File: src/rtl/ball_motion.sv
// ball_motion: ball position/direction engine for a two-paddle game.
// Ports: clk, rst (async high), pause; left/right_paddle_row in;
//        ball_center_row/col, ball_direction, score_left/right,
//        in_play out.
module ball_motion #(
    parameter int DISP_COLS     = 600,
    parameter int DISP_ROWS     = 800,
    parameter int BALL_R        = 4,
    parameter int PADDLE_HALF   = 40,
    parameter int PADDLE_FACE_L = 20,
    parameter int PADDLE_FACE_R = 579,
    parameter int SCALER        = 12000,
    parameter int SERVE_TICKS   = 60
) (
    input  logic        clk,
    input  logic        rst,
    input  logic        pause,
    input  logic [11:0] left_paddle_row,
    input  logic [11:0] right_paddle_row,
    output logic [11:0] ball_center_row,
    output logic [11:0] ball_center_col,
    output logic [1:0]  ball_direction,
    output logic        score_left,
    output logic        score_right,
    output logic        in_play
);

    localparam logic [11:0] ROW_C    = 12'(DISP_ROWS / 2);
    localparam logic [11:0] COL_C    = 12'(DISP_COLS / 2);
    localparam logic [11:0] ROW_TOP  = 12'(BALL_R);
    localparam logic [11:0] ROW_TOP1 = 12'(BALL_R + 1);
    localparam logic [11:0] ROW_BOT  = 12'(DISP_ROWS - 1 - BALL_R);
    localparam logic [11:0] COL_LMIS = 12'(BALL_R);
    localparam logic [11:0] COL_RMIS = 12'(DISP_COLS - 1 - BALL_R);
    localparam logic [11:0] COL_LHIT = 12'(PADDLE_FACE_L + BALL_R);
    localparam logic [11:0] COL_RHIT = 12'(PADDLE_FACE_R - BALL_R);
    localparam logic [12:0] HIT_DIST = 13'(PADDLE_HALF + BALL_R);
    localparam logic [19:0] TICK_MAX = 20'(SCALER - 1);
    localparam logic [15:0] SRV_LAST = 16'(SERVE_TICKS - 1);

    typedef enum logic [1:0] {
        SERVE_WAIT,
        MOVING,
        SCORED
    } state_t;

    state_t      state_q, state_d;
    logic [19:0] tick_cnt_q, tick_cnt_d;
    logic [15:0] serve_cnt_q, serve_cnt_d;
    logic [11:0] row_q, row_d;
    logic [11:0] col_q, col_d;
    logic [1:0]  dir_q, dir_d;
    logic        score_l_q, score_l_d;
    logic        score_r_q, score_r_d;
    logic        tick;

    logic [12:0] l_diff, r_diff;
    logic [12:0] l_abs, r_abs;
    logic        l_near, r_near;

    // Tick strobe; the counter freezes while paused so motion
    // resumes with the same phase.
    always_comb begin
        tick_cnt_d = tick_cnt_q;
        tick       = 1'b0;
        if (!pause) begin
            if (tick_cnt_q == TICK_MAX) begin
                tick_cnt_d = '0;
                tick       = 1'b1;
            end else begin
                tick_cnt_d = tick_cnt_q + 20'd1;
            end
        end
    end

    // 13-bit absolute difference so a paddle near row 0 cannot wrap.
    always_comb begin
        l_diff = {1'b0, row_q} - {1'b0, left_paddle_row};
        r_diff = {1'b0, row_q} - {1'b0, right_paddle_row};
        l_abs  = l_diff[12] ? (13'd0 - l_diff) : l_diff;
        r_abs  = r_diff[12] ? (13'd0 - r_diff) : r_diff;
        l_near = (l_abs <= HIT_DIST);
        r_near = (r_abs <= HIT_DIST);
    end

    always_comb begin
        state_d     = state_q;
        serve_cnt_d = serve_cnt_q;
        row_d       = row_q;
        col_d       = col_q;
        dir_d       = dir_q;
        score_l_d   = 1'b0;
        score_r_d   = 1'b0;
        if (tick) begin
            unique case (state_q)
                SERVE_WAIT: begin
                    row_d = ROW_C;
                    col_d = COL_C;
                    if (serve_cnt_q == SRV_LAST) begin
                        serve_cnt_d = '0;
                        state_d     = MOVING;
                    end else begin
                        serve_cnt_d = serve_cnt_q + 16'd1;
                    end
                end
                MOVING: begin
                    // A miss freezes the ball where it left the field.
                    if (!dir_q[0] && col_q == COL_LMIS) begin
                        score_r_d = 1'b1;
                        state_d   = SCORED;
                    end else if (dir_q[0] && col_q == COL_RMIS) begin
                        score_l_d = 1'b1;
                        state_d   = SCORED;
                    end else begin
                        // Vertical and horizontal bounces are independent.
                        if (dir_q[1]) begin
                            if (row_q == ROW_BOT) begin
                                row_d    = row_q - 12'd1;
                                dir_d[1] = 1'b0;
                            end else begin
                                row_d = row_q + 12'd1;
                            end
                        end else begin
                            if (row_q == ROW_TOP) begin
                                row_d    = ROW_TOP1;
                                dir_d[1] = 1'b1;
                            end else begin
                                row_d = row_q - 12'd1;
                            end
                        end
                        if (dir_q[0]) begin
                            if (col_q == COL_RHIT && r_near) begin
                                col_d    = col_q - 12'd1;
                                dir_d[0] = 1'b0;
                            end else begin
                                col_d = col_q + 12'd1;
                            end
                        end else begin
                            if (col_q == COL_LHIT && l_near) begin
                                col_d    = col_q + 12'd1;
                                dir_d[0] = 1'b1;
                            end else begin
                                col_d = col_q - 12'd1;
                            end
                        end
                    end
                end
                SCORED: begin
                    row_d    = ROW_C;
                    col_d    = COL_C;
                    // Serve heads toward the side that just missed.
                    dir_d[0] = (col_q >= COL_C);
                    state_d  = SERVE_WAIT;
                end
                default: begin
                    state_d = SERVE_WAIT;
                end
            endcase
        end
    end

    always_ff @(posedge clk or posedge rst) begin
        if (rst) begin
            state_q     <= SERVE_WAIT;
            tick_cnt_q  <= '0;
            serve_cnt_q <= '0;
            row_q       <= ROW_C;
            col_q       <= COL_C;
            dir_q       <= 2'b01;
            score_l_q   <= 1'b0;
            score_r_q   <= 1'b0;
        end else begin
            state_q     <= state_d;
            tick_cnt_q  <= tick_cnt_d;
            serve_cnt_q <= serve_cnt_d;
            row_q       <= row_d;
            col_q       <= col_d;
            dir_q       <= dir_d;
            score_l_q   <= score_l_d;
            score_r_q   <= score_r_d;
        end
    end

    assign ball_center_row = row_q;
    assign ball_center_col = col_q;
    assign ball_direction  = dir_q;
    assign score_left      = score_l_q;
    assign score_right     = score_r_q;
    assign in_play         = (state_q == MOVING);

endmodule

File: config.mk
export PLATFORM = sky130hd
export DESIGN_NAME = ball_motion
export DESIGN_NICKNAME = d
export VERILOG_FILES = /design/src/rtl/ball_motion.sv
export SDC_FILE = /design/constraint.sdc
export NUM_CORES = 1
export LEC_CHECK = 0
export BUFFER_PORTS_ARGS = -buffer_cell sky130_fd_sc_hd__buf_2
export CORE_AREA = 10 10 131 157
export CTS_BUF_LIST = sky130_fd_sc_hd__clkbuf_2
export DETAILED_ROUTE_END_ITERATION = 6
export DIE_AREA = 0 0 141 167
export GPL_ROUTABILITY_DRIVEN = 0
export PLACE_DENSITY = 0.51
export SETUP_SLACK_MARGIN = 0.2
export SLEW_MARGIN = 40
export SYNTH_ARGS = -nofsm -noshare
export SYNTH_HDL_FRONTEND = slang
export SYNTH_SLANG_ARGS = --single-unit
export TNS_END_PERCENT = 10
File: constraint.sdc
create_clock -name clk -period 11.7 [get_ports clk]
set_input_delay 1.17 -clock clk [delete_from_list [all_inputs] [get_ports clk]]
set_output_delay 1.17 -clock clk [all_outputs]
set_load 0.05 [all_outputs]
# Word-level counts from Yosys, hierarchy flattened
# Cells that the tools add are included.
# totals
elab_cells	90
ff_bits	66
out_inout_bits	29
inputBits	27
# classes
addsub	10
mux	38
n_lt_le_gt_ge	3
reduce_logical	14
eq_ne	14
n_bitwise	2
# op_table
cell	count
$mux W12	10
$pmux W12 S2	2
$eq A12 B10 Y1 const B	3
$le A13 B6 Y1 const B	2
$mux W13	2
$sub A1 B13 Y13 const A	2
$sub A12 B12 Y13	2
$add A12 B1 Y12 const B	2
$eq A12 B3 Y1 const B	2
$sub A12 B1 Y12 const B	2
$add A20 B1 Y20 const B	1
$eq A20 B14 Y1 const B	1
$mux W20	1
$mux W1	17
$add A16 B1 Y16 const B	1
$eq A16 B6 Y1 const B	1
$mux W16	1
$eq A12 B5 Y1 const B	1
$ge A12 B9 Y1 const B	1
$reduce_and A4 Y1	3
$mux W2	3
$ne A2 B2 Y1 const B	3
$logic_and A1 B1 Y1	4
$pmux W2 S2	1
11 further kinds	13

# Longest topological paths before layout
# logic_depth
word_depth	10
mapped_depth	15

# Worst setup path after synthesis
# No wires, ideal clock.
# synth_timing
kind	input to register
startpoint	input port right_paddle_row[4]
endpoint	register col_q[2], in the netlist ball_center_col[2]
t_arrival_ns	4.537
required_ns	11.618
path_slack_ns	7.081
path_stages	15
cell_sequence	inv_1 > ha_1 > buf_2 > a21o_1 > and2_1 > or4_4 > a32oi_2 > o211ai_1 > or4_1 > a211oi_1 > o2111ai_2 > mux2i_4 > mux2i_1 > mux2i_1 > a21oi_1
# synth_via
elab_chain_len	10
# synth_rtl
item	line	source
start: declaration	19	input logic [11:0] right_paddle_row,
$sub A12 B12 Y13 (*)	79	r_diff = {1'b0, row_q} - {1'b0, right_paddle_row};
$sub A1 B13 Y13	81	r_abs = r_diff[12] ? (13'd0 - r_diff) : r_diff;
$mux W13 (*)	81	
$le A13 B6 Y1 (*)	83	r_near = (r_abs <= HIT_DIST);
$logic_and A1 B1 Y1 (*)	132	if (col_q == COL_RHIT && r_near) begin
$mux W12 (*)	132	
$mux W12 (*)	131	if (dir_q[0]) begin
$mux W12 (*)	111	end else if (dir_q[0] && col_q == COL_RMIS) begin
$mux W12 (*)	108	if (!dir_q[0] && col_q == COL_LMIS) begin
$pmux W12 S2 (*)	95	unique case (state_q)
end signal: assignment	177	col_q <= col_d;
end: declaration	51	logic [11:0] col_q, col_d;
# Mark *: on every way between the ends. The rest lies on a longest branch, timed or not. The select of a mux whose other input is x is not followed.
# A chain may end at the register's enable or synchronous reset.

# Worst setup path after layout
# Ends and elaborated chain as after synthesis.

==> flow_summary_export.csv <==
group,metric,value,unit
status,outcome,"finished, final reports clean",
sta,fin_skew,0.0533,ns
cts,ctsHoldBuffers,0,
synthesis,yosys-top-cells-count,"nand2_1, nor2_1, dfrtp_1, inv_1, o21ai_0",
layout,drive_above_1_share,13.0,%
cts,clockBufferDepth,2,
job,drv_cap,0,
power_and_ir_drop,p_leak,2.96,nW
layout,nFillCells,1819,
synthesis,yosys.area.top_type_share,24.1,%
synthesis,ys_ff_latch,66,
placement,dp_hpwl,13100,µm
critical_path,startpoint,"right_paddle_row[4]",
cts,root_buffer,"clkbuf_2",
layout,finalInstanceArea,6640,µm²
synthesis,netlist_area,6030,µm²
floorplan,die_area,23500,µm²
power_and_ir_drop,vdd_drop_max,0.0629,mV
cts,tritoncts,"yes",
synthesis,avgSynthCellArea,7.84,µm²
synthesis,synth_largest_area_cell,"dfrtp_1",
cts,cts.sinks,66,
critical_path,r2r_slack,7.21,ns
critical_path,crit_top_cell,"mux2i_1",
route,route.detailed.drc,0,
sta,setup_ws,7.19,ns
synthesis,synthTopCellsByArea,"dfrtp_1, ha_1, nand2_1, nor2_1, o21ai_0",
layout,area_growth,9.99,%
floorplan,start_util,34.7,%
floorplan,core_area,17400,µm²
worst_hold_path,hold_class,"register to register",
critical_path,crit_path_max_fanout,10,
sta,tightest_slew,0.739,ns
sta,layout_min_cycle_time,4.51,ns
synthesis,syn_inst,770,
critical_path,cp_cell_sequence,"buf_2 > inv_1 > ha_1 > a21o_1 > and2_1 > or4_4 > a32oi_2 > o211ai_1 > or4_1 > a211oi_1 > o2111ai_2 > mux2i_4 > mux2i_1 > mux2i_1 > a21oi_1",
power_and_ir_drop,pwr-share-seq,49.6,%
layout,nNetsFinal,872,
placement,port_buffers,55,
critical_path,cp.required,12.17,ns
critical_path,cp-end-kind,"register",
cts,cts_resized,0,
route,vias,5861,
synthesis,synth_nets,831,
sta,fin_setup_tns,0,ns
critical_path,arrival,4.98,ns
floorplan,die_w,141,µm
synthesis,yosysSeqAreaShare,27.5,%
critical_path,criticalPathCategory,"input pin to register",
global_route,grt_pass1_wl,28800,µm
critical_path,crit_path_max_incr_delay,0.52,ns
placement,place_ws,6.61,ns
global_route,grt_pass1_vias,5913,
critical_path,worstPathBufferInverterCount,2,
route,first_pass_iters,7,
critical_path,slowest_stage,"or4_4",
floorplan,pin_count,56,
cts,clk_latency,0.52,ns
layout,ff_latch_area,1660,µm²
critical_path,cp_num_cells,15,
placement,place_area,6500,µm²
route,ant_nets,0,
synthesis,yosysWarnings,0,
route,routedWlPerCell,16.7,µm
cts,postCtsSetupBuffers,0,
route,drt_iter0_drc,409,
critical_path,r2r_cells,15,
sta,max_freq,0.222,GHz
global_route,antenna_found_initial,1,
power_and_ir_drop,switching_share,31.1,%
critical_path,regToRegEndpoint,"ball_center_col[2]",
synthesis,synth_edf_count,0,
power_and_ir_drop,p_switching,0.158,mW
global_route,grt_overflow,0,
synthesis,synthFlopType,"dfrtp_1",
cts,clk_pin_slew,0.21,ns
power_and_ir_drop,internal_power,0.350,mW
sta,finalSetupViolations,0,
global_route,grt_max_degree,67,
critical_path,crit_end,"ball_center_col[2]",
sta,rsz0062_at_grt,"no",
cts,cts.htree.levels,3,
synthesis,async_reset_ff_share,100,%
layout,multi_input_area,4070,µm²
synthesis,synth.most_common_cell,"nand2_1",
route,wirelength,17300,µm
global_route,grt_usage,14.4,%
power_and_ir_drop,p_clk_share,31.7,%
power_and_ir_drop,combinationalPowerShare,18.7,%
layout,final_util,38.2,%
floorplan,rows,53,
worst_hold_path,min-delay-start,"tick_cnt_q[2]",
critical_path,worstSetupStartpointType,"input pin",
critical_path,cp_top_family,"compound AO/OA/AOI/OAI gates",
route,viasPerCell,5.65,
synthesis,yosysUniqueCellTypes,78,
sta,final-max-slew-violation-count,0,
sta,slew_headroom,50.3,%
power_and_ir_drop,power_density,76.5,nW/µm²
floorplan,die_height,167,µm
cts,cts-buffers-inserted,9,
critical_path,r2r_start,"ball_center_row[0]",
sta,fin_crit_sh,38.5,%
sta,hold_viol_final,0,
==> state kept, by name, summed over array words and instances, names as in the netlist <==
signal	cells
ball_center_col	12
ball_center_row	12
ball_direction	2
score_left	1
score_right	1
serve_cnt_q	16
state_q	2
tick_cnt_q	20
==> per-layer routing <==
layer	wire, µm	track usage, %
met5	0	0
met4	362	5.26
met3	688	2.25
met2	8840	26.0
met1	7410	16.6
==> cell type report <==
cell class                 count  share of cell area [%]
clock buffer                   9                   0.679
clock inverter                 7                    1.41
timing repair buffer          58                    4.54
tap                          220                    4.15
multi-input combinational    626                    61.3
sequential                    66                    25.0
antenna                        1                  0.0377
inverter                      50                    2.83
==> per-stage QoR <==
step | power [mW] | instances | hold slack [ns]
6_report | 0.508 | 1037 | 0.499
4_1_cts | 0.515 | 1036 | 0.499
3_3_place_gp | 0.346 | 1020 | 0.452
2_1_floorplan | 0.325 | 770 | 0.438
5_1_grt | 0.539 | 1037 | 0.513
3_5_place_dp | 0.351 | 1020 | 0.472
==> cell usage in the layout, fill, tap and decap left out, types with 5 or more instances in the layout <==
cell type | Yosys | final
mux2i_1 | 8 | 8
nor3b_1 | 7 | 7
nor4_1 | 8 | 8
or3_1 | 10 | 10
a211oi_1 | 13 | 13
nand3_1 | 36 | 36
and2_1 | 7 | 7
o22ai_1 | 5 | 5
dfstp_2 | 8 | 8
xor2_1 | 19 | 19
and3_1 | 25 | 25
buf_2 | 2 | 55
nand2b_1 | 12 | 12
o211ai_1 | 10 | 10
a21o_1 | 11 | 11
nand4_1 | 16 | 16
nor3_1 | 24 | 24
o21a_1 | 5 | 5
ha_1 | 32 | 32
o31ai_1 | 8 | 8
clkbuf_2 | 0 | 9
o21ai_0 | 50 | 50
nor2b_1 | 8 | 8
a21oi_1 | 40 | 40
nor4b_1 | 5 | 5
xnor2_1 | 26 | 26
dfrtp_1 | 58 | 58
a31oi_1 | 7 | 7
inv_1 | 50 | 49
nand2_1 | 75 | 75
nor2_1 | 74 | 74
or2_2 | 6 | 6
==> worst min path at each step <==
stage | end | slack, ns | depth (start not counted)
6_report | tick_cnt_q[2] | 0.50 | 1
3_5_place_dp | tick_cnt_q[2] | 0.47 | 1
4_1_cts | tick_cnt_q[2] | 0.50 | 1
5_1_grt | tick_cnt_q[2] | 0.51 | 1
2_1_floorplan | tick_cnt_q[2] | 0.44 | 1
3_3_place_gp | tick_cnt_q[2] | 0.45 | 1
==> power by group through the flow <==
stage / logic (mW) / clock network, mW / registers (mW)
after floorplan: 0.0720 / 0 / 0.253
after global placement: 0.0905 / 0 / 0.256
after detailed placement: 0.0949 / 0 / 0.256
after CTS: 0.0957 / 0.168 / 0.252
after global routing: 0.108 / 0.178 / 0.254
final: 0.0948 / 0.161 / 0.252
==> kinds of logic (layout without fill, tap and decap cells) <==
kind of cell | count (synthesis) | after routing | share of synthesized area, %
AOI/OAI and AO/OA | 202 | 202 | 23.2
other | 0 | 1 | 0
muxes | 11 | 11 | 2.07
buffers and inverters | 78 | 124 | 5.02
xor gates and xnor gates | 45 | 45 | 6.53
adders and majority gates | 34 | 34 | 7.30
DFF | 66 | 66 | 27.5
and+or+nand+nor | 334 | 334 | 28.4
No activity file was read; power rests on OpenSTA's default activity.
